**src/rtl/traffic_light_pkg.sv**
```systemverilog
// Shared definitions for the intersection lamp interface: lamp codes, phase
// encodings, monitor states, dwell-counter ops and default minimum dwells.
package traffic_light_pkg;

  localparam int unsigned LAMP_W  = 4;
  localparam int unsigned PHASE_W = 2;

  localparam logic [LAMP_W-1:0] LAMP_RED = 4'b1000;
  localparam logic [LAMP_W-1:0] LAMP_YEL = 4'b0100;
  localparam logic [LAMP_W-1:0] LAMP_GRN = 4'b0010;
  localparam logic [LAMP_W-1:0] LAMP_OFF = 4'b1111;

  localparam logic [PHASE_W-1:0] PH_RED  = 2'b00;
  localparam logic [PHASE_W-1:0] PH_YEL  = 2'b01;
  localparam logic [PHASE_W-1:0] PH_GRN  = 2'b10;
  localparam logic [PHASE_W-1:0] PH_NONE = 2'b11;

  // Minimum dwell defaults, shared with the controller
  localparam int unsigned DEF_RED_MIN = 10;
  localparam int unsigned DEF_YEL_MIN = 1;
  localparam int unsigned DEF_GRN_MIN = 4;
  localparam int unsigned DEF_CNT_W   = 8;

  typedef enum logic [2:0] {
    ST_IDLE,
    ST_RED,
    ST_YEL,
    ST_GRN,
    ST_FAULT
  } mon_state_e;

  typedef enum logic [1:0] {
    CNT_HOLD,
    CNT_ZERO,
    CNT_ONE,
    CNT_INC
  } cnt_op_e;

  // Phase shown on the output for a given monitor state
  function automatic logic [PHASE_W-1:0] state_to_phase(input mon_state_e s);
    case (s)
      ST_RED:  return PH_RED;
      ST_YEL:  return PH_YEL;
      ST_GRN:  return PH_GRN;
      default: return PH_NONE;
    endcase
  endfunction

  // Colour state for a lamp code; non-colour codes map to FAULT
  function automatic mon_state_e lamp_to_state(input logic [LAMP_W-1:0] code);
    case (code)
      LAMP_RED: return ST_RED;
      LAMP_YEL: return ST_YEL;
      LAMP_GRN: return ST_GRN;
      default:  return ST_FAULT;
    endcase
  endfunction

endpackage

```
**src/rtl/traffic_sat_counter.sv**
```systemverilog
// Saturating up-counter with clear-to-0, clear-to-1, increment and hold.
// Ports: i_clk, i_rst (async, active-high), i_op (counter operation),
//        o_count (current value, sticks at all-ones).
module traffic_sat_counter
  import traffic_light_pkg::*;
#(
  parameter int unsigned W = 8
) (
  input  logic         i_clk,
  input  logic         i_rst,
  input  cnt_op_e      i_op,
  output logic [W-1:0] o_count
);

  logic [W-1:0] r_count;

  always_ff @(posedge i_clk or posedge i_rst) begin
    if (i_rst) begin
      r_count <= '0;
    end else begin
      case (i_op)
        CNT_ZERO: r_count <= '0;
        CNT_ONE:  r_count <= W'(1);
        CNT_INC:  if (r_count != '1) r_count <= r_count + W'(1);
        default:  r_count <= r_count;
      endcase
    end
  end

  assign o_count = r_count;

endmodule

```
**src/rtl/traffic_light_monitor.sv**
```systemverilog
// Lamp-bus monitor: registers the one-hot lamp bus, decodes the phase, tracks
// per-phase dwell and flags order, short-dwell and illegal-code errors.
// Ports: clk, res (async, active-high), en (0 freezes state), lamp (bus in),
//        err_clr (clears err_sticky); phase, dwell, cycle_cnt, seq_err,
//        short_err, code_err (1-cycle pulses), err_sticky.
module traffic_light_monitor
  import traffic_light_pkg::*;
#(
  parameter int unsigned RED_MIN = DEF_RED_MIN,
  parameter int unsigned YEL_MIN = DEF_YEL_MIN,
  parameter int unsigned GRN_MIN = DEF_GRN_MIN,
  parameter int unsigned CNT_W   = DEF_CNT_W
) (
  input  logic               clk,
  input  logic               res,
  input  logic               en,
  input  logic [LAMP_W-1:0]  lamp,
  input  logic               err_clr,
  output logic [PHASE_W-1:0] phase,
  output logic [CNT_W-1:0]   dwell,
  output logic [15:0]        cycle_cnt,
  output logic               seq_err,
  output logic               short_err,
  output logic               code_err,
  output logic               err_sticky
);

  mon_state_e          r_state;
  mon_state_e          w_state_nxt;
  mon_state_e          w_lamp_st;
  logic [LAMP_W-1:0]   r_lamp_q;
  logic [LAMP_W-1:0]   r_fault_code;
  logic [LAMP_W-1:0]   w_fault_code_nxt;
  logic [PHASE_W-1:0]  r_phase;
  logic [15:0]         r_cycle_cnt;
  logic                r_seq_err;
  logic                r_short_err;
  logic                r_code_err;
  logic                r_err_sticky;
  logic                w_seq_nxt;
  logic                w_short_nxt;
  logic                w_code_nxt;
  logic                w_cycle_inc;
  logic                w_is_succ;
  logic [31:0]         w_old_min;
  logic [CNT_W-1:0]    w_dwell;
  cnt_op_e             w_cnt_op;

  // Dwell counter
  traffic_sat_counter #(.W(CNT_W)) u_dwell (
    .i_clk   (clk),
    .i_rst   (res),
    .i_op    (w_cnt_op),
    .o_count (w_dwell)
  );

  // State register
  always_ff @(posedge clk or posedge res) begin
    if (res) r_state <= ST_IDLE;
    else     r_state <= w_state_nxt;
  end

  // Next-state, counter op and error decisions, all from the registered lamp
  always_comb begin
    w_state_nxt      = r_state;
    w_cnt_op         = CNT_HOLD;
    w_seq_nxt        = 1'b0;
    w_short_nxt      = 1'b0;
    w_code_nxt       = 1'b0;
    w_cycle_inc      = 1'b0;
    w_fault_code_nxt = r_fault_code;
    w_lamp_st        = lamp_to_state(r_lamp_q);
    w_is_succ        = (r_state == ST_RED && w_lamp_st == ST_YEL) ||
                       (r_state == ST_YEL && w_lamp_st == ST_GRN) ||
                       (r_state == ST_GRN && w_lamp_st == ST_RED);
    case (r_state)
      ST_RED:  w_old_min = 32'(RED_MIN);
      ST_YEL:  w_old_min = 32'(YEL_MIN);
      ST_GRN:  w_old_min = 32'(GRN_MIN);
      default: w_old_min = 32'd0;
    endcase

    if (en) begin
      if (r_lamp_q == LAMP_OFF) begin
        w_state_nxt = ST_IDLE;
        w_cnt_op    = CNT_ZERO;
      end else if (w_lamp_st == ST_FAULT) begin
        // Pulse once per distinct illegal code while faulted
        w_state_nxt      = ST_FAULT;
        w_cnt_op         = CNT_ZERO;
        w_fault_code_nxt = r_lamp_q;
        w_code_nxt       = (r_state != ST_FAULT) || (r_lamp_q != r_fault_code);
      end else begin
        case (r_state)
          ST_RED, ST_YEL, ST_GRN: begin
            if (w_lamp_st == r_state) begin
              w_cnt_op = CNT_INC;
            end else begin
              // Any colour change resynchronises to the new colour
              w_state_nxt = w_lamp_st;
              w_cnt_op    = CNT_ONE;
              if (w_is_succ) begin
                w_short_nxt = 32'(w_dwell) < w_old_min;
                w_cycle_inc = (r_state == ST_GRN);
              end else begin
                w_seq_nxt = 1'b1;
              end
            end
          end
          default: begin
            w_state_nxt = w_lamp_st;
            w_cnt_op    = CNT_ONE;
          end
        endcase
      end
    end
  end

  // Input stage, phase, counters and error flags
  always_ff @(posedge clk or posedge res) begin
    if (res) begin
      r_lamp_q     <= LAMP_OFF;
      r_fault_code <= LAMP_OFF;
      r_phase      <= PH_NONE;
      r_cycle_cnt  <= 16'd0;
      r_seq_err    <= 1'b0;
      r_short_err  <= 1'b0;
      r_code_err   <= 1'b0;
      r_err_sticky <= 1'b0;
    end else begin
      if (en) r_lamp_q <= lamp;
      r_fault_code <= w_fault_code_nxt;
      r_phase      <= state_to_phase(w_state_nxt);
      if (w_cycle_inc) r_cycle_cnt <= r_cycle_cnt + 16'd1;
      r_seq_err    <= w_seq_nxt;
      r_short_err  <= w_short_nxt;
      r_code_err   <= w_code_nxt;
      // A visible pulse sets the flag even when err_clr is high
      r_err_sticky <= r_seq_err | r_short_err | r_code_err |
                      (r_err_sticky & ~err_clr);
    end
  end

  assign phase      = r_phase;
  assign dwell      = w_dwell;
  assign cycle_cnt  = r_cycle_cnt;
  assign seq_err    = r_seq_err;
  assign short_err  = r_short_err;
  assign code_err   = r_code_err;
  assign err_sticky = r_err_sticky;

endmodule
```
**config.mk**
```make
export PLATFORM = sky130hd
export DESIGN_NAME = traffic_light_monitor
export DESIGN_NICKNAME = d
export VERILOG_FILES = /design/src/rtl/traffic_light_pkg.sv /design/src/rtl/traffic_sat_counter.sv /design/src/rtl/traffic_light_monitor.sv
export SDC_FILE = /design/constraint.sdc
export NUM_CORES = 1
export LEC_CHECK = 0
export BUFFER_PORTS_ARGS = -buffer_cell sky130_fd_sc_hd__buf_2
export CAP_MARGIN = 20
export CORE_ASPECT_RATIO = 0.6
export CORE_UTILIZATION = 31
export DETAILED_ROUTE_END_ITERATION = 12
export GPL_ROUTABILITY_DRIVEN = 0
export PLACE_DENSITY = 0.57
export SETUP_SLACK_MARGIN = 0.4
export SLEW_MARGIN = 5
export SYNTH_ARGS = -nofsm -noshare
export SYNTH_HDL_FRONTEND = slang
export SYNTH_SLANG_ARGS = --single-unit
```
**constraint.sdc**
```tcl
create_clock -name clk -period 2.8 [get_ports clk]
set_clock_uncertainty 0.1 [all_clocks]
set_input_delay 0.28 -clock clk [delete_from_list [all_inputs] [get_ports clk]]
set_output_delay 0.28 -clock clk [all_outputs]
set_load 0.01 [all_outputs]
```
Word-level counts from Yosys, hierarchy flattened
Index checks and enable logic that the tools add are counted.
{"block": "totals", "register_bits": 41, "latch_bits": 0, "mem_bits_rw": 0, "mem_bits_ro": 0, "out_inout_bits": 30, "word_cells": 87, "memories": 0}
{"block": "classes", "add_sub_neg": 2, "n_mul": 0, "div_mod_pow": 0, "order_cmp": 1, "n_eq_ne": 22, "shifts": 0, "n_mux": 36, "bitwise": 6, "reduce_logical": 10}
{"op": "8-bit by 32-bit less-than comparator with 1-bit output", "n": 1}
{"op": "8-bit one-hot mux with 3 select lines", "n": 1}
{"op": "1-bit two-way mux", "n": 22}
{"op": "3-bit by 2-bit == test with 1-bit output, second input constant", "n": 6}
{"op": "16-bit by 1-bit adder with 16-bit output, second input constant", "n": 1}
{"op": "3-bit two-way mux", "n": 5}
{"op": "4-bit one-hot mux with 3 select lines", "n": 1}
{"op": "3-bit by 1-bit == test with 1-bit output, second input constant", "n": 3}
{"op": "3-bit one-hot mux with 3 select lines", "n": 1}
{"op": "8-bit by 1-bit adder with 8-bit output, second input constant", "n": 1}
{"op": "4-bit == test, second input constant", "n": 2}
{"op": "2-bit two-way mux", "n": 4}
{"op": "8-bit two-way mux", "n": 1}
{"op": "8-bit != test, second input constant", "n": 1}
{"op": "2-bit one-hot mux with 3 select lines", "n": 1}
{"op": "2-bit == test, second input constant", "n": 2}
{"op": "4-bit by 2-bit == test with 1-bit output, second input constant", "n": 1}
{"op": "4-bit by 3-bit == test with 1-bit output, second input constant", "n": 1}
{"op": "4-bit != test", "n": 1}
{"op": "3-bit == test", "n": 1}
{"op": "3-bit == test, second input constant", "n": 1}
{"op": "1-bit logical AND", "n": 3}
{"op": "1-bit logical OR", "n": 3}
{"op": "3-bit != test, second input constant", "n": 1}
{"op": "9 further kinds", "n": 12}

Depth between registers and ports, before layout
Gate-level depths: netlist (run 1).
{"block": "logic_depth", "depth_word": 12, "depth_mapped": 9, "depth_no_buf": 8}

Modules after synthesis
From an unflattened synthesis (run 1), not the netlist that was laid out.
{"block": "hier_totals", "hier_cells": 218, "hier_area_um2": 2242.2}
{"module": "traffic_light_monitor", "instances": 1, "cells_each": 166, "area_each_um2": 1737.9, "seq_area_each_um2": 838.3}
{"module": "traffic_sat_counter", "instances": 1, "cells_each": 52, "area_each_um2": 504.2, "seq_area_each_um2": 200.2}

Least setup slack after synthesis (run 1)
No wires, ideal clock.
{"block": "synth_path", "path_type": "register -> register", "from": "register r_lamp_q[0]", "to": "register r_cycle_cnt[11] (netlist: cycle_cnt[11])", "setup_ns": 0.080, "t_arrival_ns": 1.893, "slack_ns": 0.727, "path_stages_with_launch": 9, "n_path_buf": 3, "synth_period_minus_slack_ns": 2.073, "path_cell_list": "dfstp_2 > buf_6 > nor3_4 > or3b_1 > buf_6 > or3_4 > buf_6 > nor2_1 > xnor2_1"}
{"block": "synth_via", "elab_chain_cells": 12}
{"element": "start, declared", "line_no": "traffic_light_monitor.sv:31", "source": "logic [LAMP_W-1:0] r_lamp_q;"}
{"element": "start signal, assigned", "line_no": "traffic_light_monitor.sv:131", "source": "if (en) r_lamp_q <= lamp;"}
{"element": "4-bit by 2-bit == test with 1-bit output (tied with other cells)", "line_no": "traffic_light_pkg.sv:51", "source": "case (code)"}
{"element": "3-bit one-hot mux with 3 select lines", "line_no": "traffic_light_pkg.sv:51"}
{"element": "3-bit by 2-bit == test with 1-bit output (on tied branches)", "line_no": "traffic_light_monitor.sv:73, traffic_light_monitor.sv:74"}
{"element": "1-bit logical AND (on tied branches)", "line_no": "traffic_light_monitor.sv:73, traffic_light_monitor.sv:74"}
{"element": "1-bit logical OR", "line_no": "traffic_light_monitor.sv:73", "source": "w_is_succ = (r_state == ST_RED && w_lamp_st == ST_YEL) ||"}
{"element": "1-bit logical OR", "line_no": "traffic_light_monitor.sv:74", "source": "(r_state == ST_YEL && w_lamp_st == ST_GRN) ||"}
{"element": "1-bit two-way mux", "line_no": "traffic_light_monitor.sv:102", "source": "if (w_is_succ) begin"}
{"element": "1-bit two-way mux", "line_no": "traffic_light_monitor.sv:96", "source": "if (w_lamp_st == r_state) begin"}
{"element": "1-bit two-way mux", "line_no": "traffic_light_monitor.sv:94", "source": "case (r_state)"}
{"element": "1-bit two-way mux", "line_no": "traffic_light_monitor.sv:87", "source": "end else if (w_lamp_st == ST_FAULT) begin"}
{"element": "1-bit two-way mux *", "line_no": "traffic_light_monitor.sv:84", "source": "if (r_lamp_q == LAMP_OFF) begin"}
{"element": "1-bit two-way mux *", "line_no": "traffic_light_monitor.sv:83", "source": "if (en) begin"}
{"element": "end signal, assigned", "line_no": "traffic_light_monitor.sv:134", "source": "if (w_cycle_inc) r_cycle_cnt <= r_cycle_cnt + 16'd1;"}
{"element": "end, declared", "line_no": "traffic_light_monitor.sv:35", "source": "logic [15:0] r_cycle_cnt;"}
Every way passes the cells marked *; elsewhere a longest branch is shown, timed or not.
A chain may end at the register's enable or synchronous reset.

Final worst setup path (run 1)
{"block": "layout_path", "from": "register r_state[1]", "to": "register r_cycle_cnt[9] (netlist: cycle_cnt[9])"}
{"block": "layout_via", "elab_chain_cells": 10}
{"element": "start, declared", "line_no": "traffic_light_monitor.sv:28", "source": "mon_state_e r_state;"}
{"element": "start signal, assigned", "line_no": "traffic_light_monitor.sv:60", "source": "else r_state <= w_state_nxt;"}
{"element": "3-bit by 1-bit == test with 1-bit output or 3-bit by 2-bit == test with 1-bit output (tied branches)", "line_no": "traffic_light_monitor.sv:73, traffic_light_monitor.sv:94, traffic_light_monitor.sv:74"}
{"element": "1-bit logical AND (on tied branches)", "line_no": "traffic_light_monitor.sv:73, traffic_light_monitor.sv:74"}
{"element": "1-bit logical OR", "line_no": "traffic_light_monitor.sv:73"}
{"element": "1-bit logical OR", "line_no": "traffic_light_monitor.sv:74"}
{"element": "1-bit two-way mux", "line_no": "traffic_light_monitor.sv:102"}
{"element": "1-bit two-way mux", "line_no": "traffic_light_monitor.sv:96"}
{"element": "1-bit two-way mux *", "line_no": "traffic_light_monitor.sv:94"}
{"element": "1-bit two-way mux *", "line_no": "traffic_light_monitor.sv:87"}
{"element": "1-bit two-way mux *", "line_no": "traffic_light_monitor.sv:84"}
{"element": "1-bit two-way mux *", "line_no": "traffic_light_monitor.sv:83"}
Marked as above.

==> results of run 1 <==
-- state kept, by name, summed over array words and instances (netlist names), 2 cells and up --
register	flops
cycle_cnt	16
phase	2
r_fault_code	4
u_dwell.o_count	8
r_state	3
r_lamp_q	4
-- cells in the mapped netlist (all sizes together), types with 2 or more instances --
| master | count | area share |
|---|---|---|
| buf | 6 | 0.023 |
| a211oi | 3 | 0.010 |
| mux2 | 8 | 0.042 |
| a31oi | 2 | 0.0058 |
| xor2 | 8 | 0.032 |
| a21oi | 10 | 0.023 |
| nor2 | 14 | 0.030 |
| o21ai | 10 | 0.023 |
| nand4 | 10 | 0.029 |
| clkbuf | 5 | 0.0092 |
| ha | 5 | 0.029 |
| o21a | 2 | 0.0069 |
| nand2 | 18 | 0.031 |
| nand2b | 3 | 0.0087 |
| dfrtp | 31 | 0.36 |
| nor2b | 2 | 0.0058 |
| nor3 | 8 | 0.024 |
| or3 | 2 | 0.0081 |
| inv | 9 | 0.016 |
| xnor2 | 20 | 0.081 |
| and3 | 2 | 0.0058 |
| dfstp | 10 | 0.12 |
| nand3 | 10 | 0.023 |
-- metal layers --
layer	global-route usage	part of all wire	routed length, um
met3	0.0421	0.064	287
met4	0.0350	0.0056	25
met1	0.211	0.56	2510
met2	0.155	0.37	1630
met5	0	0	0
-- what timing repair did --
item / CTS / global route
hold buffers: 0 / 0
endpoints found under the setup margin: 0 / 2
resized for setup: 0 / 1
-- cell families (layout without fill, tap and decap cells) --
group | count (synthesis) | in the layout
AND/OR/NAND/NOR | 75 | 75
buffers and inverters | 20 | 56
adder cells (fa/ha/maj) | 5 | 5
flip-flops | 41 | 41
AO/OA/AOI/OAI | 35 | 35
multiplexers | 8 | 8
XOR/XNOR | 28 | 28
-- through the flow --
step | worst slack, ns | hold slack, ns | power (uW) | instance area (um2)
finish | 0.610 | 0.0185 | 1440 | 2550
detailed placement | 0.587 | 0.343 | 902 | 2400
global route | 0.514 | 0.0835 | 1520 | 2550
global placement | 0.666 | 0.344 | 902 | 2400
floorplan | 0.727 | 0.276 | 850 | 2160
CTS | 0.567 | 0.0461 | 1460 | 2540
-- final cells by class --
| type | count | area share |
|---|---|---|
| flip-flops and latches | 41 | 0.408 |
| clock inverters | 2 | 0.00393 |
| multi-input cells | 151 | 0.403 |
| clock buffers | 6 | 0.0506 |
| repair buffers | 39 | 0.0786 |
| inverters | 9 | 0.0133 |
| well taps | 87 | 0.0428 |
-- worst max-delay path, stage by stage (launching register included) --
cell	delay [ns]
dfrtp_1	0.52
nand3b_1	0.17
or3b_1	0.54
or3_4	0.49
nor2_2	0.14
xor2_1	0.15
-- path summary, 6_finish.rpt --
check	from	to	slack, ns	cells after the start
setup / recovery	r_state[1]	cycle_cnt[9]	0.61	5
hold / removal	res	code_err	0.02	3
setup reg to reg	r_state[1]	cycle_cnt[9]	0.61	5
hold reg to reg	cycle_cnt[15]	cycle_cnt[15]	0.37	1
max in group asynchronous	res	r_fault_code[1]	2.20	3
min in group clk	err_clr	err_sticky	0.08	2
-- power by group --
part	switching [uW]	internal, uW	total [uW]
Combinational	101	86.5	188
Clock	224	327	551
Sequential	55.8	649	705
Total	381	1060	1440
==> out/metrics.yaml, run 1 <==
powerDensity_nw_per_um2: 567
ys_types: 45
synthAdderAreaFrac: 0.0289
required_ns: 2.90
drive_above_1_share: 0.286
core_um2: 6710
drt_wl_total_mm: 4.46
fillCellCount: 655
hpwlAfterDp_mm: 3.21
synth_compound_area_frac: 0.100
ios: 38
final_cell_mix: "buf_2, dfrtp_1, xnor2_1"
synth_seq_area_share: 0.480
synth_top_family_by_area: "simple AND/OR/NAND/NOR gates"
ant_nets: 0
die_x_um: 110
async_flop_share: 1.00
initial_core_util: 0.323
cap_violations: 0
multi_input_area_um2: 1030
clk_latency_ns: 0.28
synthesis.nets: 225
grt_use_total: 0.130
antenna_cells: 0
wl_per_cell_um: 13.3
end_kind: "flop"
nets: 260
ff_latch_area_um2: 1040
dr_total_vias: 1610
ys_ff_latch: 41
vias_per_cell: 4.81
cts_made_buffers: 5
utilization: 0.380
grt_overflow: 0
avgSynthCellArea_um2: 10.2
fin_tns_setup_ns: 0
p_leak_uw: 0.00114
fmax_mhz: 457
start_kind: "flop"
min_period_over_period: 0.782
detail_route.iter0.violations: 112
finalSetupViolCount: 0
slew_headroom: 0.600
mostFrequentLayoutCell: "buf_2"
finalHoldViolCount: 0
cts_max_level: 2
finalCriticalPeriod_ns: 2.19
synth_flop_cell: "dfrtp_1"
die_area_um2: 7330
synthSimpleGateAreaFrac: 0.188
grt_antenna_before_repair: 0
clk_root_buffer_cell: "clkbuf_16"
report.final.slew_viol_count: 0
synth-edff-count: 0
grt_start_max_net_pins: 42
muxShareOfSynthArea: 0.0416
cts_buffer_depth: 2
outcome: "finished, final reports clean"
max-vdd-ir-drop_uv: 257
synth_area_um2: 2160
finalNonFillerCells: 335
cts_tree: "done"
dieHeight_um: 66.7
grt_setup_unrepaired: "false"
yosys.area_share.xor_xnor: 0.113
postSynthCellCount: 212
remaining_drc_errors: 0
drtPass1Iterations: 4
crit_fanout: 10
ys.warnings.count: 0
cts.sinks: 41
row_count: 23
portBuffers: 37
worst_slew_pin_slew_ns: 0.599
cts_setup_buffers: 0
hold_path_class: "primary input to async pin"
areaGrowthSynthToFinish_pct: 17.7
clk_pin_slew_ns: 0.06
grt_pass1_vias: 1372
arrival_ns: 2.29
crit_type: "flop to flop"
dp.cells: 327
grt_pass1_wl_mm: 7.07
Power figures use the tool's default switching activity.
==> run 2: changes to the inputs <==
- ABC_AREA: not set -> 1
- PLACE_DENSITY: 0.57 -> 0.59
- clock period: 2.8 -> 1.9 ns (I/O delays scaled with it)
==> out/metrics.yaml, run 2 <==
end_kind: "flop"  # unchanged
cts.sinks: 41  # unchanged
p_leak_uw: 0.00164  # was 0.00114 uW
final_cell_mix: "nand2_1, buf_2, inv_1"  # was buf_2, dfrtp_1, xnor2_1
grt_setup_unrepaired: "true"  # was false
worst_slew_pin_slew_ns: 0.512  # was 0.599 ns
drive_above_1_share: 0.459  # was 0.286
yosys.area_share.xor_xnor: 0.0881  # was 0.113
synth_seq_area_share: 0.454  # was 0.480
start_kind: "flop"  # unchanged
finalHoldViolCount: 0  # unchanged
grt_start_max_net_pins: 42  # unchanged
utilization: 0.484  # was 0.380
synthesis.nets: 277  # was 225
wl_per_cell_um: 13.0  # was 13.3 um
outcome: "finished, final reports clean"  # unchanged
cts_made_buffers: 5  # unchanged
fmax_mhz: 554  # was 457 MHz
avgSynthCellArea_um2: 8.66  # was 10.2 um2
synth_largest_area_cell: "dfrtp_1"  # unchanged
dr_total_vias: 1976  # was 1610
synth_flop_cell: "dfrtp_1"  # unchanged
crit_type: "flop to flop"  # unchanged
grt_pass1_vias: 1947  # was 1372
synth-edff-count: 0  # unchanged
synth_top_family_by_area: "simple AND/OR/NAND/NOR gates"  # unchanged
dieHeight_um: 68.5  # was 66.7 um
synth_top_area_share: 0.339  # was 0.359
vias_per_cell: 4.58  # was 4.81
cts_buffer_depth: 2  # unchanged
muxShareOfSynthArea: 0  # was 0.0416
clk_pin_slew_ns: 0.06  # about the same
ys.warnings.count: 0  # unchanged
largest_reg_flops: 16  # unchanged
ant_nets: 0  # unchanged
finalCriticalPeriod_ns: 1.81  # was 2.19 ns
crit_path_start: "r_lamp_q[2]"  # was r_state[1]
hold_ws_ns: 0.0213  # was 0.0185 ns
grt_overflow: 0  # unchanged
initial_core_util: 0.331  # was 0.323
arrival_ns: 1.93  # was 2.29 ns
max-vdd-ir-drop_uv: 285  # was 257 uV
areaGrowthSynthToFinish_pct: 46.3  # was 17.7%
row_count: 23  # unchanged
nets: 356  # was 260
min_period_over_period: 0.950  # was 0.782
ios: 38  # unchanged
remaining_drc_errors: 0  # unchanged
synthSimpleGateAreaFrac: 0.308  # was 0.188
drt_wl_total_mm: 5.60  # was 4.46 mm
drtPass1Iterations: 4  # unchanged
grt_use_total: 0.156  # was 0.130
ys_types: 32  # was 45
report.final.slew_viol_count: 0  # unchanged
antenna_cells: 0  # unchanged
clk_root_buffer_cell: "clkbuf_16"  # unchanged
hold_path_class: "primary input to flop"  # was primary input to async pin
synth_most_common_cell: "nand2_1"  # was dfrtp_1
synth_compound_area_frac: 0.0542  # was 0.100
cts_max_level: 2  # unchanged
cap_violations: 0  # unchanged
slew_headroom: 0.659  # was 0.600
synth_top_cells_by_count: "nand2_1, dfrtp_1, inv_1, nor2_1, nand3_1"  # was dfrtp_1, xnor2_1, nand2_1, nor2_1
hp-start: "lamp[0]"
die_x_um: 113  # was 110 um
async_flop_share: 1.00  # unchanged
required_ns: 2.03  # was 2.90 ns
finalSetupViolCount: 0  # unchanged
postSynthCellCount: 264  # was 212
synth_area_um2: 2290  # was 2160 um2
clk_latency_ns: 0.29  # was 0.28 ns
synth_area_leaders: "dfrtp_1, dfstp_2, nand2_1"  # was dfrtp_1, dfstp_2, xnor2_1
fillCellCount: 650  # was 655
grt_antenna_before_repair: 0  # unchanged
crit_fanout: 4  # was 10
grt_pass1_wl_mm: 9.14  # was 7.07 mm
regToRegStartpoint: "r_lamp_q[2]"  # was r_state[1]
die_area_um2: 7730  # was 7330 um2
hpwlAfterDp_mm: 3.80  # was 3.21 mm
detail_route.iter0.violations: 90  # was 112
core_um2: 6910  # was 6710 um2
powerDensity_nw_per_um2: 744  # was 567 nW/um2
portBuffers: 37  # unchanged
synthAdderAreaFrac: 0.0274  # was 0.0289
ys_ff_latch: 41  # unchanged
cts_tree: "done"  # unchanged
[run 2: report_power, final]
part           switching, uW  leakage, uW  internal (uW)
Combinational            265      0.00104            198
Sequential              72.4     0.000516            959
Clock                    336    0.0000841            656
[run 2: kinds of logic after synthesis]
kind of cell | Yosys count
AO/OA/AOI/OAI | 23
XOR/XNOR | 23
adder cells (fa/ha/maj) | 5
buffers and inverters | 38
flip-flops | 41
AND/OR/NAND/NOR | 134
[run 2: worst paths after layout]
kind / depth (start not counted) / endpoint / slack (ns)
max: 11 / u_dwell.o_count[1] / 0.09
min: 3 / r_lamp_q[0] / 0.02
max reg2reg: 11 / u_dwell.o_count[1] / 0.09
min reg2reg: 2 / r_fault_code[1] / 0.38
max in group asynchronous: 4 / r_state[1] / 0.85
min in group asynchronous: 4 / err_sticky / 0.47
[run 2: layout make-up]
cell class                 count  area, um2  share of cell area
clock buffer                   7        143              0.0427
clock inverter                 1       30.0             0.00898
inverter                      35        144              0.0430
multi-input combinational    185       1360               0.407
sequential                    41       1040               0.311
tap                           87        109              0.0326
timing repair buffer          75        518               0.155
[run 2: what timing repair did]
action | in CTS | in global routing
resized for setup | 37 | 31
setup buffers | 19 | 10
endpoints found under the hold margin | 32 | 0
endpoints found under the setup margin | 34 | 35
gates cloned | 0 | 0
hold buffers | 2 | 0
pin swaps | 17 | 21
[run 2: worst max-delay path, cell delays in order, from the launching register on]
cell and delay (ns):
dfstp_2 0.59, inv_4 0.07, nor2_4 0.11, nand2_4 0.10, nand3_4 0.13, nand2_4 0.06
nor2_4 0.11, nand3_4 0.13, buf_4 0.16, nor2_2 0.09, nand2_2 0.06, nand2_1 0.05
[run 2: per-layer routing]
| layer | vias up | global-route usage | routed length, um |
|---|---|---|---|
| li1 | 1006 | - | - |
| met1 | 911 | 0.213 | 2820 |
| met2 | 51 | 0.246 | 2400 |
| met3 | 8 | 0.0446 | 313 |
| met4 | 0 | 0.0444 | 71 |
| met5 | - | 0 | 0 |
[run 2: stage by stage]
step | instances | TNS (ns) | worst slack, ns | cell area [um2] | total power [uW]
floorplan | 264 | 0 | 0.216 | 2320 | 1270
global placement | 392 | 0 | 0.0218 | 2650 | 1380
detailed placement | 392 | 0 | 0.0338 | 2650 | 1380
CTS | 421 | 0 | 0.119 | 3140 | 2440
global route | 431 | -0.000973 | -0.000973 | 3340 | 2600
finish | 431 | 0 | 0.0941 | 3340 | 2490
